### config.mk
export PLATFORM = sky130hd
export DESIGN_NAME = cpu_bus_cdc_requester_flat
export DESIGN_NICKNAME = d
export VERILOG_FILES = /design/src/rtl/cpu_bus_cdc_requester_if.sv /design/src/rtl/cpu_bus_cdc_requester.sv /design/src/flat_wrapper.sv
export SDC_FILE = /design/constraint.sdc
export NUM_CORES = 1
export LEC_CHECK = 0
export ABC_AREA = 1
export CAP_MARGIN = 10
export CORE_ASPECT_RATIO = 2
export CORE_MARGIN = 2
export CORE_UTILIZATION = 32
export DETAILED_ROUTE_END_ITERATION = 7
export PLACE_DENSITY = 0.65
export SLEW_MARGIN = 25
export SYNTH_ARGS = -nofsm -noshare
export SYNTH_HDL_FRONTEND = slang
export SYNTH_SLANG_ARGS = --single-unit
### constraint.sdc
create_clock -name clk_i -period 5.2 [get_ports clk_i]
set_input_delay 1.04 -clock clk_i [delete_from_list [all_inputs] [get_ports clk_i]]
set_output_delay 1.04 -clock clk_i [all_outputs]
set_load 0.05 [all_outputs]
### src/rtl/cpu_bus_cdc_requester_if.sv
// CPU bus and toggle-handshake signals for the requester side of the bus CDC bridge.
// master = the requester; slave = the CPU plus the far-side responder.
interface cpu_bus_cdc_requester_if #(
    parameter int ADDR_WIDTH = 32,
    parameter int DATA_WIDTH = 32
);
    logic [ADDR_WIDTH-1:0] address_i;
    logic                  we_i;
    logic [DATA_WIDTH-1:0] data_i;
    logic [DATA_WIDTH-1:0] data_o;
    logic                  halt_o;
    logic                  req_toggle_o;
    logic [ADDR_WIDTH-1:0] req_addr_o;
    logic                  req_we_o;
    logic [DATA_WIDTH-1:0] req_data_o;
    logic                  ack_toggle_i;
    logic [DATA_WIDTH-1:0] ack_rdata_i;

    modport master (
        input  address_i, we_i, data_i, ack_toggle_i, ack_rdata_i,
        output data_o, halt_o, req_toggle_o, req_addr_o, req_we_o, req_data_o
    );

    modport slave (
        output address_i, we_i, data_i, ack_toggle_i, ack_rdata_i,
        input  data_o, halt_o, req_toggle_o, req_addr_o, req_we_o, req_data_o
    );
endinterface

### src/rtl/cpu_bus_cdc_requester.sv
// CPU-domain half of the bus CDC bridge: captures in-window accesses, launches them over a
// toggle request/ack handshake and stalls the CPU until the synchronized ack returns.
//
// state   | meaning
// --------+---------------------------------------------------------------
// IDLE    | no access outstanding; a window hit launches a request
// WAIT    | request launched, CPU halted until synchronized ack matches
// RELEASE | one-cycle release; bus ignored, read data presented on data_o
module cpu_bus_cdc_requester #(
    parameter int                    ADDR_WIDTH  = 32,
    parameter int                    DATA_WIDTH  = 32,
    parameter logic [ADDR_WIDTH-1:0] START_ADDR  = 'h9100,
    parameter logic [ADDR_WIDTH-1:0] END_ADDR    = 'h91FF,
    parameter int                    SYNC_STAGES = 2
) (
    input  logic                           clk_i,
    input  logic                           reset_i,
    cpu_bus_cdc_requester_if.master        bus
);

    if (SYNC_STAGES < 2) begin : g_sync_check
        $error("SYNC_STAGES must be at least 2");
    end

    typedef enum logic [1:0] {
        ST_IDLE    = 2'd0,
        ST_WAIT    = 2'd1,
        ST_RELEASE = 2'd2
    } state_t;

    state_t                  state_q, state_d;
    logic                    req_toggle_q, req_toggle_d;
    logic [ADDR_WIDTH-1:0]   req_addr_q, req_addr_d;
    logic                    req_we_q, req_we_d;
    logic [DATA_WIDTH-1:0]   req_data_q, req_data_d;
    logic [DATA_WIDTH-1:0]   rdata_q, rdata_d;
    logic [SYNC_STAGES-1:0]  ack_sync_q, ack_sync_d;

    logic hit;
    logic ack_synced;

    assign hit        = (bus.address_i >= START_ADDR) && (bus.address_i <= END_ADDR);
    assign ack_synced = ack_sync_q[SYNC_STAGES-1];

    always_ff @(posedge clk_i or posedge reset_i) begin
        if (reset_i) begin
            state_q      <= ST_IDLE;
            req_toggle_q <= 1'b0;
            req_addr_q   <= '0;
            req_we_q     <= 1'b0;
            req_data_q   <= '0;
            rdata_q      <= '0;
            ack_sync_q   <= '0;
        end else begin
            state_q      <= state_d;
            req_toggle_q <= req_toggle_d;
            req_addr_q   <= req_addr_d;
            req_we_q     <= req_we_d;
            req_data_q   <= req_data_d;
            rdata_q      <= rdata_d;
            ack_sync_q   <= ack_sync_d;
        end
    end

    always_comb begin
        state_d      = state_q;
        req_toggle_d = req_toggle_q;
        req_addr_d   = req_addr_q;
        req_we_d     = req_we_q;
        req_data_d   = req_data_q;
        rdata_d      = rdata_q;
        ack_sync_d   = {ack_sync_q[SYNC_STAGES-2:0], bus.ack_toggle_i};

        case (state_q)
            ST_IDLE: begin
                if (hit) begin
                    req_toggle_d = ~req_toggle_q;
                    req_addr_d   = bus.address_i;
                    req_we_d     = bus.we_i;
                    req_data_d   = bus.data_i;
                    state_d      = ST_WAIT;
                end
            end
            ST_WAIT: begin
                // req_toggle_q already holds the ack value the far side will return
                if (ack_synced == req_toggle_q) begin
                    if (!req_we_q) begin
                        rdata_d = bus.ack_rdata_i;
                    end
                    state_d = ST_RELEASE;
                end
            end
            ST_RELEASE: state_d = ST_IDLE;
            default:    state_d = ST_IDLE;
        endcase
    end

    // halt is forced low while reset is held, even if an in-window address is presented
    assign bus.halt_o       = !reset_i && (((state_q == ST_IDLE) && hit) || (state_q == ST_WAIT));
    assign bus.data_o       = ((state_q == ST_RELEASE) && !req_we_q) ? rdata_q : '0;
    assign bus.req_toggle_o = req_toggle_q;
    assign bus.req_addr_o   = req_addr_q;
    assign bus.req_we_o     = req_we_q;
    assign bus.req_data_o   = req_data_q;

endmodule

### src/flat_wrapper.sv
// flat-port wrapper written by rule: the top's interface ports become plain ports
module cpu_bus_cdc_requester_flat 
#(
    parameter int                    ADDR_WIDTH  = 32,
    parameter int                    DATA_WIDTH  = 32,
    parameter logic [ADDR_WIDTH-1:0] START_ADDR  = 'h9100,
    parameter logic [ADDR_WIDTH-1:0] END_ADDR    = 'h91FF,
    parameter int                    SYNC_STAGES = 2
)
  (clk_i, reset_i, bus_address_i, bus_we_i, bus_data_i, bus_ack_toggle_i, bus_ack_rdata_i, bus_data_o, bus_halt_o, bus_req_toggle_o, bus_req_addr_o, bus_req_we_o, bus_req_data_o);
  cpu_bus_cdc_requester_if #(.ADDR_WIDTH(ADDR_WIDTH), .DATA_WIDTH(DATA_WIDTH)) bus_i ();
  input  logic clk_i;
  input  logic reset_i;
  input wire logic [$bits(bus_i.address_i)-1:0] bus_address_i;
  input wire logic [$bits(bus_i.we_i)-1:0] bus_we_i;
  input wire logic [$bits(bus_i.data_i)-1:0] bus_data_i;
  input wire logic [$bits(bus_i.ack_toggle_i)-1:0] bus_ack_toggle_i;
  input wire logic [$bits(bus_i.ack_rdata_i)-1:0] bus_ack_rdata_i;
  output wire logic [$bits(bus_i.data_o)-1:0] bus_data_o;
  output wire logic [$bits(bus_i.halt_o)-1:0] bus_halt_o;
  output wire logic [$bits(bus_i.req_toggle_o)-1:0] bus_req_toggle_o;
  output wire logic [$bits(bus_i.req_addr_o)-1:0] bus_req_addr_o;
  output wire logic [$bits(bus_i.req_we_o)-1:0] bus_req_we_o;
  output wire logic [$bits(bus_i.req_data_o)-1:0] bus_req_data_o;
  assign bus_i.address_i = bus_address_i;
  assign bus_i.we_i = bus_we_i;
  assign bus_i.data_i = bus_data_i;
  assign bus_i.ack_toggle_i = bus_ack_toggle_i;
  assign bus_i.ack_rdata_i = bus_ack_rdata_i;
  assign bus_data_o = bus_i.data_o;
  assign bus_halt_o = bus_i.halt_o;
  assign bus_req_toggle_o = bus_i.req_toggle_o;
  assign bus_req_addr_o = bus_i.req_addr_o;
  assign bus_req_we_o = bus_i.req_we_o;
  assign bus_req_data_o = bus_i.req_data_o;
  cpu_bus_cdc_requester #(.ADDR_WIDTH(ADDR_WIDTH), .DATA_WIDTH(DATA_WIDTH), .START_ADDR(START_ADDR), .END_ADDR(END_ADDR), .SYNC_STAGES(SYNC_STAGES)) u_core (.clk_i(clk_i), .reset_i(reset_i), .bus(bus_i));
endmodule
# ---- Yosys cells after proc, flatten, opt, wreduce, memory -nomap -nowiden
# Index checks and enable logic that the tools add are counted.
dict set report word_totals {
  register_bits 102
  in_bits 100
  output_inout_bits 99
  wordCells 31
}
dict set report classes {
  order_cmp 2
  n_eq_ne 5
  muxes 4
  bitwise_logic 2
  reduce_logical 11
}
# operator n
set ops {}
lappend ops {{greater-or-equal comparator 32 x 16 -> 1 bit (second input constant)} 1}
lappend ops {{less-or-equal comparator 32 x 16 -> 1 bit (second input constant)} 1}
lappend ops {{2-to-1 mux 32 bit} 1}
lappend ops {{logical AND 1 bit} 4}
lappend ops {{2-to-1 mux 2 bit} 2}
lappend ops {{inequality test 2 x 1 -> 1 bit (second input constant)} 2}
lappend ops {{one-hot mux 2 bit (2 select lines)} 1}
lappend ops {{AND reduction 2 bit} 2}
lappend ops {{AND reduction 3 bit} 1}
lappend ops {{equality test 2 x 1 -> 1 bit (second input constant)} 1}
lappend ops {{equality test 2 bit (second input constant)} 1}
lappend ops {{zero test 1 bit} 2}
lappend ops {{zero test 2 bit} 1}
lappend ops {{NOT 1 bit} 2}
lappend ops {{equality test 1 bit} 1}
lappend ops {{logical OR 1 bit} 1}

# ---- Longest topological paths before layout
dict set report logic_depth {
  word_depth 5
  mapped_depth 10
  ltp_nobuf 9
}

# ---- Worst setup path before layout
# Ideal clock, no wire load.
dict set report synth_path {
  kind {input-to-output}
  from {in bus_address_i[18]}
  to {out bus_halt_o}
  arrival_ns 2.228
  required_ns 4.160
  slack_ns 1.932
  cell_stages 9
  path_buffers 2
  cell_sequence {inv_1 > nand2_1 > nor2_1 > nand2_1 > nor2_1 > nand2_2 > buf_6 > buf_6 > a21oi_2}
}
dict set report synth_via {
  elab_chain_len 5
  elab_cells_between_ends 6
  cone_classes {2 x order compare; 4 x reduce/logical}
}
# item line
set synth_lines {}
lappend synth_lines {{from (decl)} flat_wrapper.sv:14} ;# input wire logic [$bits(bus_i.address_i)-1:0] bus_address_i;
lappend synth_lines {{greater-or-equal comparator 32 x 16 -> 1 bit / less-or-equal comparator 32 x 16 -> 1 bit (equally long branches)} cpu_bus_cdc_requester.sv:42} ;# assign hit = (bus.address_i >= START_ADDR) && (bus.address_i <= END_ADDR);
lappend synth_lines {{logical AND 1 bit (*)} cpu_bus_cdc_requester.sv:42}
lappend synth_lines {{logical AND 1 bit (*)} cpu_bus_cdc_requester.sv:99} ;# assign bus.halt_o = !reset_i && (((state_q == ST_IDLE) && hit) || (state_q == ST_WAIT));
lappend synth_lines {{logical OR 1 bit (*)} cpu_bus_cdc_requester.sv:99}
lappend synth_lines {{logical AND 1 bit (*)} cpu_bus_cdc_requester.sv:99}
lappend synth_lines {{to (decl)} flat_wrapper.sv:20} ;# output wire logic [$bits(bus_i.halt_o)-1:0] bus_halt_o;
# Mark *: on every way between the ends. The rest lies on a longest branch, timed or not.

# ---- Final worst setup path
dict set report layout_path {
  from {in bus_address_i[15]}
  to {out bus_halt_o}
}
# Same word-level chain as after synthesis.

==> results.toml <==
[timing]
fin_ws_ns = 1.15
setup_viol = 0
finalHoldViolations = 0
rsz0062_at_grt = "false"
maxSlewViolCount = 0
fin_setup_tns_ns = 0
worst_pin_slew_ns = 0.939
max_freq_ghz = 0.247
maxSlewHeadroom_pct = 37.3
finClkSkew_ns = 0.00691
fin_crit_sh_pct = 77.9
post-route-min-period_ns = 4.05

[yosys]
syn_nets = 609
ys_warn_count = 0
netlist_area_um2 = 4210
ys_ff_latch = 102
avgSynthCellArea_um2 = 8.26
ys_types = 18
yosysTopAreaCell = "dfrtp_1"
synth_cells = 509
yosys.area.top_type_share_pct = 60.7
synthTopCellsByArea = "dfrtp_1 (61%), nand2_1 (18%), inv_1 (6.4%)"
seq_area_frac_synth_pct = 60.7

[final_layout]
drive_gt1_share_pct = 4.11
final_common_cell = "nand2_1"
diodes = 0
synthToLayoutAreaGrowth_pct = 56.4
num-nets-final = 800
fill_cells = 1213
final_cell_mix = "nand2_1 (203), clkdlybuf4s50_1 (198), dfrtp_1 (102), inv_1 (71), nor2_1 (62)"
multi_input_area_um2 = 1230
layout.cells.non_filler = 857
fin_util_pct = 50.9
seqCellArea_um2 = 2550

[detailed_routing]
highest_layer = "met4"
met1Wirelength_mm = 3.85
dr.pass1.iters = 4
drt_iter0_drc = 107
drt-wirelength-per-cell_um = 13.1
vias_per_cell = 4.32
drc = 0
wl_met3_um = 646
routed-wl-met2_mm = 6.34
ant_nets = 0
wl_mm = 11.2
via_count = 3699

[place]
placed_cells = 841
dp_slack_ns = 1.14
gp_congestion = 0.821
dp_hpwl_mm = 8.41
port-buffer-count = 198

[clock_tree]
clock_latency_ns = 0.33
cts_inserted_buffers = 9
cts_root_buffer = "clkbuf_16"
clk_path_buf_depth = 2
postCtsHoldBufs = 0
cts_tree = "yes"
cts_resized = 0
post_cts_buffers = 0
numClockSinks = 102
clk_pin_slew_ns = 0.06
ctsHtreeMaxLevel = 3

[critical_path]
worstReg2RegStart = "u_core.state_q[1]$_DFFE_PP0P_"
startpoint = "bus_address_i[15]"
path_max_fanout = 2
cp-end-kind = "output port"
critPathRequiredTime_ns = 4.16
start_kind = "input pin"
crit_arrival_ns = 3.01
crit_type = "input pin to output port"

[min_path]
min_path_type = "flop to flop"
min_from = "u_core.ack_sync_q[0]$_DFF_PP0_"

[grt]
grt_first_pass_wirelength_mm = 18.4
grt_overflow_total = 0
grt_max_degree = 78
antenna_found_initial = 0
grt_usage_pct = 16.3
grt_pass1_vias = 3754

[pwr]
leakagePower_nw = 3.41
ir_drop_uv = 153
total_power_mw = 1.63
power.density_nw_per_um2 = 248

[floorplan]
dieWidth_um = 85.1
rows = 59
dieArea_um2 = 14100
io_pins = 199
fp.coreArea_um2 = 12900
initial_utilization_pct = 32.6
die_y_um = 166

[run_status]
outcome = "completed"

[job]
max_cap_violations = 0
[area by class of cell]
| type | instances | area share [%] |
|---|---|---|
| repair buffers | 203 | 30.7 |
| well taps | 152 | 2.89 |
| flip-flops and latches | 102 | 38.8 |
| multi-input cells | 308 | 18.7 |
| clock inverters | 6 | 1.05 |
| inverters | 76 | 4.41 |
| clock buffers | 10 | 3.48 |
[state kept, by name, summed over array words and instances, names as in the netlist]
| register | cells |
|---|---|
| u_core.state_q | 2 |
| u_core.bus.req_addr_o | 32 |
| u_core.rdata_q | 32 |
| u_core.bus.req_we_o | 1 |
| u_core.bus.req_data_o | 32 |
| u_core.ack_sync_q | 2 |
| u_core.bus.req_toggle_o | 1 |
[Yosys cell counts, drive strengths merged]
master / n
nand2: 205
dfrtp: 102
inv: 75
nor2: 64
nand3: 35
buf: 16
clkbuf: 7
a21oi: 1
clkinv: 1
nand3b: 1
o21ai: 1
xnor2: 1
[per-layer routing]
| metal | track usage [%] | up-vias |
|---|---|---|
| li1 | - | 1862 |
| met4 | 7.25 | 0 |
| met5 | 0 | - |
| met1 | 16.9 | 1689 |
| met3 | 2.88 | 16 |
| met2 | 30.8 | 132 |
[cells by family after synthesis]
kind of cell	after synthesis	share of synthesized area [%]
and+or+nand+nor	305	28.6
AOI/OAI and AO/OA	2	0.327
buffers and inverters	99	10.1
DFF	102	60.7
xor gates and xnor gates	1	0.208
[through the flow]
stage / hold WS, ns / area, um2
6_report: 0.352 / 6580
5_1_grt: 0.369 / 6580
4_1_cts: 0.348 / 6580
3_5_place_dp: 0.335 / 6280
3_3_place_gp: 0.337 / 6280
2_1_floorplan: 0.331 / 4210
[report_power, final]
| part | switching (mW) | internal [mW] |
|---|---|---|
| Sequential | 0.0147 | 0.823 |
| Combinational | 0.0495 | 0.0819 |
| Clock | 0.283 | 0.377 |
[path summary, 6_finish.rpt]
check / end / slack [ns] / cells past startpoint
setup reg to reg: u_core.bus.req_data_o[28]$_DFFE_PP0P_ / 2.96 / 10
hold reg to reg: u_core.ack_sync_q[1]$_DFF_PP0_ / 0.35 / 0
setup / recovery: bus_halt_o / 1.15 / 8
hold / removal: u_core.ack_sync_q[1]$_DFF_PP0_ / 0.35 / 0
max in group asynchronous: u_core.rdata_q[9]$_DFFE_PP0P_ / 3.12 / 3
min in group asynchronous: u_core.rdata_q[1]$_DFFE_PP0P_ / 1.28 / 2
[critical path: stages]
cell and delay [ns]:
clkdlybuf4s50_1 0.45, nand2_1 0.05, nor2_1 0.09, nand2_1 0.05, nor2_1 0.27, nand2_2 0.11
a21oi_2 0.13, clkdlybuf4s50_1 0.82
No activity file was read; power rests on OpenSTA's default activity.
